--- config.mk ---
export PLATFORM = sky130hd
export DESIGN_NAME = expand_vector_alu
export DESIGN_NICKNAME = d
export VERILOG_FILES = /design/src/rtl/expand_vector_alu.sv
export SDC_FILE = /design/constraint.sdc
export NUM_CORES = 1
export LEC_CHECK = 0
export CAP_MARGIN = 30
export CORE_AREA = 2 2 104 106
export CTS_BUF_LIST = sky130_fd_sc_hd__clkbuf_2
export DETAILED_ROUTE_END_ITERATION = 8
export DIE_AREA = 0 0 106 108
export GPL_TIMING_DRIVEN = 1
export SYNTH_ARGS = -nofsm -noshare
export SYNTH_HDL_FRONTEND = slang
export SYNTH_SLANG_ARGS = --single-unit
--- constraint.sdc ---
create_clock -name clk -period 3.89 [get_ports clk]
set_input_delay 0.5835 -clock clk [delete_from_list [all_inputs] [get_ports clk]]
set_output_delay 0.5835 -clock clk [all_outputs]
set_load 0.02 [all_outputs]
--- src/rtl/expand_vector_alu.sv ---
// rtl/expand_vector_alu.sv - scalar-to-vector expander (broadcast/ramp/shift/zero); option macro EXPAND_SATURATE_EN
module expand_vector_alu #(
   parameter int BITS = 8,
   parameter int N    = 8
) (
   input  logic                 clk,
   input  logic                 rst,
   input  logic [BITS-1:0]      in,
   input  logic [BITS-1:0]      step,
   input  logic [$clog2(N):0]   out_len,
   input  logic [1:0]           sel,
   input  logic                 set,
   input  logic                 en,
   output logic [BITS-1:0]      out [N-1:0],
   output logic                 busy,
   output logic                 done
);

   localparam int LW = $clog2(N) + 1;

   typedef enum logic [1:0] {S_IDLE, S_FILL, S_DONE} state_t;

   state_t          r_state, w_next;
   logic [BITS-1:0] r_acc, r_step, w_acc_next, w_lane;
   logic [BITS:0]   w_sum;
   logic [1:0]      r_sel;
   logic [LW-1:0]   r_len, r_idx, w_len;
   logic [BITS-1:0] r_out [N-1:0];
   logic            w_start, w_adv, w_last;

   always_comb begin
      w_len   = (out_len > LW'(N)) ? LW'(N) : out_len;
      w_start = set && (r_state != S_FILL);
      w_adv   = (r_state == S_FILL) && en;
      w_last  = ((r_idx + LW'(1)) == r_len);
      w_lane  = (r_sel == 2'b11) ? '0 : r_acc;
      w_sum   = {1'b0, r_acc} + {1'b0, r_step};

      w_acc_next = r_acc;
      case (r_sel)
         2'b01: begin
`ifdef EXPAND_SATURATE_EN
            w_acc_next = w_sum[BITS] ? '1 : w_sum[BITS-1:0];
`else
            w_acc_next = w_sum[BITS-1:0];
`endif
         end
         2'b10: begin
`ifdef EXPAND_SATURATE_EN
            // a set MSB would be shifted out, so the lane pins at full scale
            w_acc_next = r_acc[BITS-1] ? '1 : (r_acc << 1);
`else
            w_acc_next = r_acc << 1;
`endif
         end
         default: w_acc_next = r_acc;
      endcase

      w_next = r_state;
      case (r_state)
         S_IDLE, S_DONE: if (set) w_next = (w_len == '0) ? S_DONE : S_FILL;
         S_FILL:         if (en && w_last) w_next = S_DONE;
         default:        w_next = S_IDLE;
      endcase
   end

   always_ff @(posedge clk) begin
      if (rst) begin
         r_state <= S_IDLE;
         r_acc   <= '0;
         r_step  <= '0;
         r_sel   <= '0;
         r_len   <= '0;
         r_idx   <= '0;
         for (int k = 0; k < N; k++) r_out[k] <= '0;
      end else begin
         r_state <= w_next;
         if (w_start) begin
            r_acc  <= in;
            r_step <= step;
            r_sel  <= sel;
            r_len  <= w_len;
            r_idx  <= '0;
            for (int k = 0; k < N; k++) r_out[k] <= '0;
         end else if (w_adv) begin
            for (int k = 0; k < N; k++)
               if (r_idx == LW'(k)) r_out[k] <= w_lane;
            r_idx <= r_idx + LW'(1);
            r_acc <= w_acc_next;
         end
      end
   end

   assign out  = r_out;
   assign busy = (r_state == S_FILL);
   assign done = (r_state == S_DONE);

endmodule

==> metrics.md <==
| Metric | Value |
|---|---|
| Grt total ovfl | `0` |
| Adder-Cell Fraction of Synth Area | `0.0391` |
| Post-CTS resize count | `0` |
| Longest Clk Path Bufs | `2` |
| Dominant cells by area after synthesis | `dfxtp_1 46%, a21oi_1 9.6%, nand2_1 8.7%` |
| Max FO, Critical Path | `7` |
| Nets | `around 600` |
| Cell variety after synth | `48` |
| Max Cap Viol | `0` |
| CTS tree | `done` |
| Die extent in x | `between 100 and 150 um` |
| Core ar. | `0.0102 mm2` |
| Final setup vio count | `0` |
| Drt first pass iters | `4` |
| Maximum VDD drop | `roughly 0.00015 V` |
| Global-route wire length before repair | `roughly 17000 um` |
| EDFF count, synth | `0` |
| Compound-Gate Fraction of Synth Area | `0.153` |
| CTS Sinks | `92` |
| #FFs+latches synth | `between 90 and 100` |
| Worst Clk Skew | `roughly 28 ps` |
| Vias per cell | `between 5 and 6` |
| Crit path DAT | `between 1500 and 2000 ps` |
| H-tree depth | `3` |
| Cells after Synth | `490` |
| Syn. warnings | `0` |
| DP Wirelength | `7610 um` |
| Yosys top cell area share | `0.456` |
| Synthesized Nets | `roughly 530` |
| Post-synth ARST share | `0` |
| Tmin final | `between 2000 and 3000 ps` |
| CTS root buffer | `clkbuf_2` |
| Hold crit path type | `reg2reg` |
| Post CTS Setup Buffer Count | `0` |
| Initial antenna violation count | `0` |
| Io pins | `between 90 and 100` |
| GRT Overall Usage | `0.191` |
| Leakage | `~0.0018 uW` |
| Worst path slowest cell | `clkdlybuf4s50_1` |
| Mapped Avg Cell Area | `roughly 8.2 um2` |
| Setup_tns | `0 ps` |
| Post-synth top flop | `dfxtp_1` |
| Dominant cell type by area after synthesis | `dfxtp_1` |
| Via count | `3620` |
| Mux share of post-synthesis cell area | `0.0298` |
| Crit Path Class | `reg2out` |
| Pins Over Slew Limit | `0` |
| Mapped Area | `0.00404 mm2` |
| Status | `finished, final reports clean` |
| Diode count | `0` |
| Clock slew at reported path FFs | `approximately 290 ps` |
| RSZ-0062 raised after global routing | `false` |
| Area Overhead vs Synth | `27.0%` |
| Post-DRT Antenna Nets | `0` |
| Placement row count | `37` |
| Fin util | `0.501` |
| DP Worst Slack | `approximately 1200 ps` |
| DRC | `0` |
| CP Cell Sequence | `nand2b_2 -> inv_2 -> clkdlybuf4s50_1` |
| Sequential share of the synthesized area | `0.456` |
| Hold buffers post-CTS | `0` |
| Rel. slew slack | `0.504` |
| Layout cells sized above 1 | `0.0580` |
| Crit path largest cell delay | `~630 ps` |
| Fmax | `397 MHz` |
| Cell family with most CP delay | `buffers and inverters` |
| Pin count of the biggest net entering global routing | `41` |
| Worst-Margin Slew | `between 700 and 800 ps` |
| Initial Util | `0.394` |
| CP bufs+invs | `2` |
| Req. time, crit path | `3310 ps` |
| Die H | `108 um` |
| Synth Area in Simple Gates | `0.244` |
| Avg WL per Cell | `~15 um` |
| Post-Place Cell Area | `~0.0050 mm2` |
| Hold Fails Final Rpt | `0` |
| Total Power | `around 1700 uW` |
| Number of CTS-inserted buffers | `9` |
| Worst setup margin | `~1400 ps` |
| Largest family of logic cells by synthesized area | `simple AND/OR/NAND/NOR gates` |
| Die area | `0.0114 mm2` |
| Fill count | `978` |
| GPL Wtd Cong | `approximately 0.78` |
| PortBufs | `91` |
| Final worst path period share | `0.648` |
| Startpoint types | `flip-flop` |
| Design Area, Final | `between 0.005 and 0.006 mm2` |
| Xor/xnor share of the synthesized area | `0.0282` |
| Critical path endpoint category | `output port` |
| Clk_lat worst skew | `540 ps` |
| Cell Pwr Density | `337 mW/mm2` |
| WL final | `roughly 10000 um` |
| Vias in the first global route | `~3.5k` |
| Iter 0 DRT Violations | `~160` |
## placed cells by master (no fill, tap or decap), drive strengths merged, types with 5 or more instances in the layout
cell type,count
inv,10
dfxtp,92
nor3,6
ha,11
a211oi,5
a21oi,77
nor2,24
mux2i,12
and2,8
o21ai,5
clkbuf,9
buf,7
clkdlybuf4s50,91
xnor2,10
nand2,96
nand3,59
## worst min-delay path, delay by kind of cell, from the launching register on
| kind | cells | cell delay (ps) |
|---|---|---|
| flip-flops | 1 | 380 |
| AND/OR/NAND/NOR | 1 | 50 |
| AO/OA/AOI/OAI | 1 | 50 |
## flip-flops by register name, summed over array words and instances, names as in the netlist
register  cells
out          64
r_acc         8
r_idx         4
r_len         4
r_sel         2
r_state       2
r_step        8
## logic make-up after synthesis
| kind of cell | count (synthesis) |
|---|---|
| xor+xnor | 13 |
| mux | 12 |
| flops | 92 |
| simple gates | 212 |
| fa+ha+maj | 12 |
| compound gates | 107 |
| buf+inv | 42 |
## path summary, 6_finish.rpt
path / startpoint / to / slack, ps / cells past startpoint
setup reg to reg: r_acc[0] / r_acc[6] / 1800 / 8
hold / removal: out[14] / out[14] / 470 / 2
hold reg to reg: out[14] / out[14] / 470 / 2
setup / recovery: r_state[1] / busy / 1370 / 3
## area by class of cell
cell class                 instances  area (um2)  share of cell area
multi-input combinational        356        2000               0.389
sequential                        92        1840               0.359
timing repair buffer              98         976               0.190
tap                              136         170              0.0332
clock inverter                     7        70.1              0.0137
clock buffer                       9        45.0             0.00879
inverter                           7        26.3             0.00513
## power by group
group	switching (uW)	total, uW	internal [uW]	leakage (uW)
logic	167	269	102	0.000987
registers	21.7	992	970	0.000745
clock network	366	467	101	0.0000613
total	555	1730	1170	0.00179
## cell usage after synthesis (2+ instances only)
cell type   n
nor3_1      6
nor2b_1     3
a21oi_1    77
and3_1      2
buf_2       4
nand2b_1    3
o221ai_1    2
inv_1       6
nand2_1    94
nand3b_1    3
nand2_2     2
and2_1      2
o21ai_0     4
o221a_2     2
buf_4       4
or3_1       2
nand3_1    59
xor2_1      3
clkbuf_2    6
a21o_1      3
o21a_1      2
nor2_1     24
buf_6       2
and2_0      6
o211ai_1    4
mux2i_1    12
ha_1       11
clkbuf_1   18
dfxtp_1    92
xnor2_1    10
a211oi_1    5
## stage by stage
stage                     hold WS (ps)  cells
final                              475    705
after global routing               486    705
after CTS                          478    705
after detailed placement           451    689
after global placement             447    688
after floorplan                    440    490
## per-layer routing
| layer | GRT usage | part of all wire |
|---|---|---|
| met5 | 0 | 0 |
| met3 | 0.0313 | 0.052 |
| met1 | 0.247 | 0.45 |
| met4 | 0.0667 | 0.0086 |
| met2 | 0.324 | 0.49 |
(Power assumes the default switching activity.)
==> patch (config.mk and constraints unchanged) <==
Add an input register stage for `in`, `step`, `out_len`, `sel` and `en`, with the module's reset; this delays them by one clock. The other inputs are not delayed to match.
--- a/src/rtl/expand_vector_alu.sv
+++ b/src/rtl/expand_vector_alu.sv
@@ -21,4 +21,26 @@
    typedef enum logic [1:0] {S_IDLE, S_FILL, S_DONE} state_t;
 
+   logic [BITS-1:0] in_q;
+   logic [BITS-1:0] step_q;
+   logic [$clog2(N):0] out_len_q;
+   logic [1:0] sel_q;
+   logic en_q;
+
+   always_ff @(posedge clk) begin
+      if (rst) begin
+         in_q      <= '0;
+         step_q    <= '0;
+         out_len_q <= '0;
+         sel_q     <= '0;
+         en_q      <= '0;
+      end else begin
+         in_q      <= in;
+         step_q    <= step;
+         out_len_q <= out_len;
+         sel_q     <= sel;
+         en_q      <= en;
+      end
+   end
+
    state_t          r_state, w_next;
    logic [BITS-1:0] r_acc, r_step, w_acc_next, w_lane;
@@ -30,7 +52,7 @@
 
    always_comb begin
-      w_len   = (out_len > LW'(N)) ? LW'(N) : out_len;
+      w_len   = (out_len_q > LW'(N)) ? LW'(N) : out_len_q;
       w_start = set && (r_state != S_FILL);
-      w_adv   = (r_state == S_FILL) && en;
+      w_adv   = (r_state == S_FILL) && en_q;
       w_last  = ((r_idx + LW'(1)) == r_len);
       w_lane  = (r_sel == 2'b11) ? '0 : r_acc;
@@ -60,5 +82,5 @@
       case (r_state)
          S_IDLE, S_DONE: if (set) w_next = (w_len == '0) ? S_DONE : S_FILL;
-         S_FILL:         if (en && w_last) w_next = S_DONE;
+         S_FILL:         if (en_q && w_last) w_next = S_DONE;
          default:        w_next = S_IDLE;
       endcase
@@ -77,7 +99,7 @@
          r_state <= w_next;
          if (w_start) begin
-            r_acc  <= in;
-            r_step <= step;
-            r_sel  <= sel;
+            r_acc  <= in_q;
+            r_step <= step_q;
+            r_sel  <= sel_q;
             r_len  <= w_len;
             r_idx  <= '0;
Behaviour: not the same (Yosys sat finds a counterexample within 4 cycles, from zero or initial values and one cycle with rst high).
==> patch against the unedited design <==
Routed wire length grew 5.1%; fmax shrank 1.2%; setup slack lost 0.030 ns; clock skew is essentially flat; area after synthesis grew 16%; total power grew 34%; critical path type unchanged; combinational power shrank 16%; sequential cell count grew 23; via count grew 7.8%; highest routed layer unchanged; design area grew 15%; core utilization grew 7.4 points.
==> patch: results (changes against the unedited design) <==
stage,metric,value,unit,change
outcome,run status,"finished, final reports clean",,unchanged
clock_network,cts bufs inserted,17,,was 9
setup_path,R2R setup slack,1.57,ns,was 1.80 ns
pwr,switching part of the total,25.8,%,was 32.1%
logic_synthesis,sequential area share after synthesis,49.2,%,was 45.6%
cells_and_area,fin cells,764,,was 705
detailed_routing,WL met1,5.34,mm,was 4.67 mm
clock_network,htree depth,4,,was 3
detailed_routing,met2 wire len,5.03,mm,was 5.16 mm
timing,Max Clock Skew,0.0281,ns,was 0.0279 ns
grt,met1 usage,26.4,%,was 24.7%
setup_path,reg2reg start,r_state[0]$_SDFFE_PP0P_,,was r_acc[0]$_SDFFE_PP0P_
clock_network,Clock Latency Late Sink,0.67,ns,was 0.54 ns
worst_hold_path,sink of the worst hold path,r_step[7]$_SDFFE_PP0P_,,was out[14]$_SDFFE_PP0P_
logic_synthesis,"top cells by count, synth","dfxtp_1, nand2_1, a21oi_1, nand3_1, nor2_1",,"was nand2_1, dfxtp_1, a21oi_1, nand3_1, nor2_1"
grt,largest net degree at the start of global routing,69,,was 41
cells_and_area,# fillers,971,,was 978
logic_synthesis,mux share of post-synthesis cell area,2.99,%,was 2.98%
timing,slew margin rel.,32.6,%,was 50.4%
detailed_routing,DRT Wirelength,11.0,mm,was 10.5 mm
grt,first-pass GRT wire length,17.5,mm,was 17.4 mm
logic_synthesis,leading post-synthesis cells by cell area,"dfxtp_1, a21oi_1, nand2_1",,unchanged
pwr,Max IR drop VDD,0.000210,V,was 0.000147 V
grt,vias in the first global route,3455,,was 3496
logic_synthesis,Synth Area in Adders,3.37,%,was 3.91%
detailed_routing,drt initial violations,152,,was 155
detailed_routing,wire length on met3,504,µm,was 545 µm
grt,total track usage,19.7,%,was 19.1%
grt,GR Util met3,5.42,%,was 3.13%
setup_path,Reg2Reg Depth,6,,was 8
patch: cell count changes after synthesis, moves of 2 or more:
cell,delta
a21oi_1,-2
nand3_1,-2
nor2_1,+2
buf_2,+12
dfxtp_1,+23
nand2_2,+2
clkbuf_2,-4
clkbuf_1,-6
nor2b_1,+22
mux2i_1,+2
nand2_4,+2
nand2_1,-6
patch: kinds of logic (layout without fill, tap and decap cells):
logic type	after synthesis	after routing
adder cells (fa/ha/maj)	12	12
AND/OR/NAND/NOR	233	233
buffers and inverters	43	136
XOR/XNOR	13	13
AO/OA/AOI/OAI	105	105
multiplexers	14	14
flip-flops	115	115
patch: worst max-delay path, delay by kind of cell (launching register included):
kind	cells	cell delay (ns)
buffers and inverters	2	0.78
and+or+nand+nor	1	0.10
DFF	1	0.44
patch: per-stage QoR:
step	hold WS [ns]	setup slack [ns]
after floorplan	0.417	2.12
after global placement	0.420	1.35
after detailed placement	0.426	1.29
after CTS	0.394	1.27
after global routing	0.353	1.16
final	0.445	1.34
patch: final cells by class:
cell class / instances / area share (%)
Sequential cell: 115 / 39.1
Multi-Input combinational cell: 377 / 36.8
Timing Repair Buffer: 97 / 16.3
Tap cell: 136 / 2.89
Clock inverter: 13 / 2.81
Clock buffer: 19 / 1.62
Inverter: 7 / 0.447
patch: power by group through the flow:
| stage | registers (mW) | clock network (mW) | logic [mW] |
|---|---|---|---|
| 3_5_place_dp | 1.26 | 0 | 0.227 |
| 6_report | 1.23 | 0.850 | 0.226 |
| 2_1_floorplan | 1.25 | 0 | 0.156 |
| 5_1_grt | 1.24 | 0.934 | 0.247 |
| 4_1_cts | 1.23 | 0.871 | 0.227 |
| 3_3_place_gp | 1.26 | 0 | 0.222 |
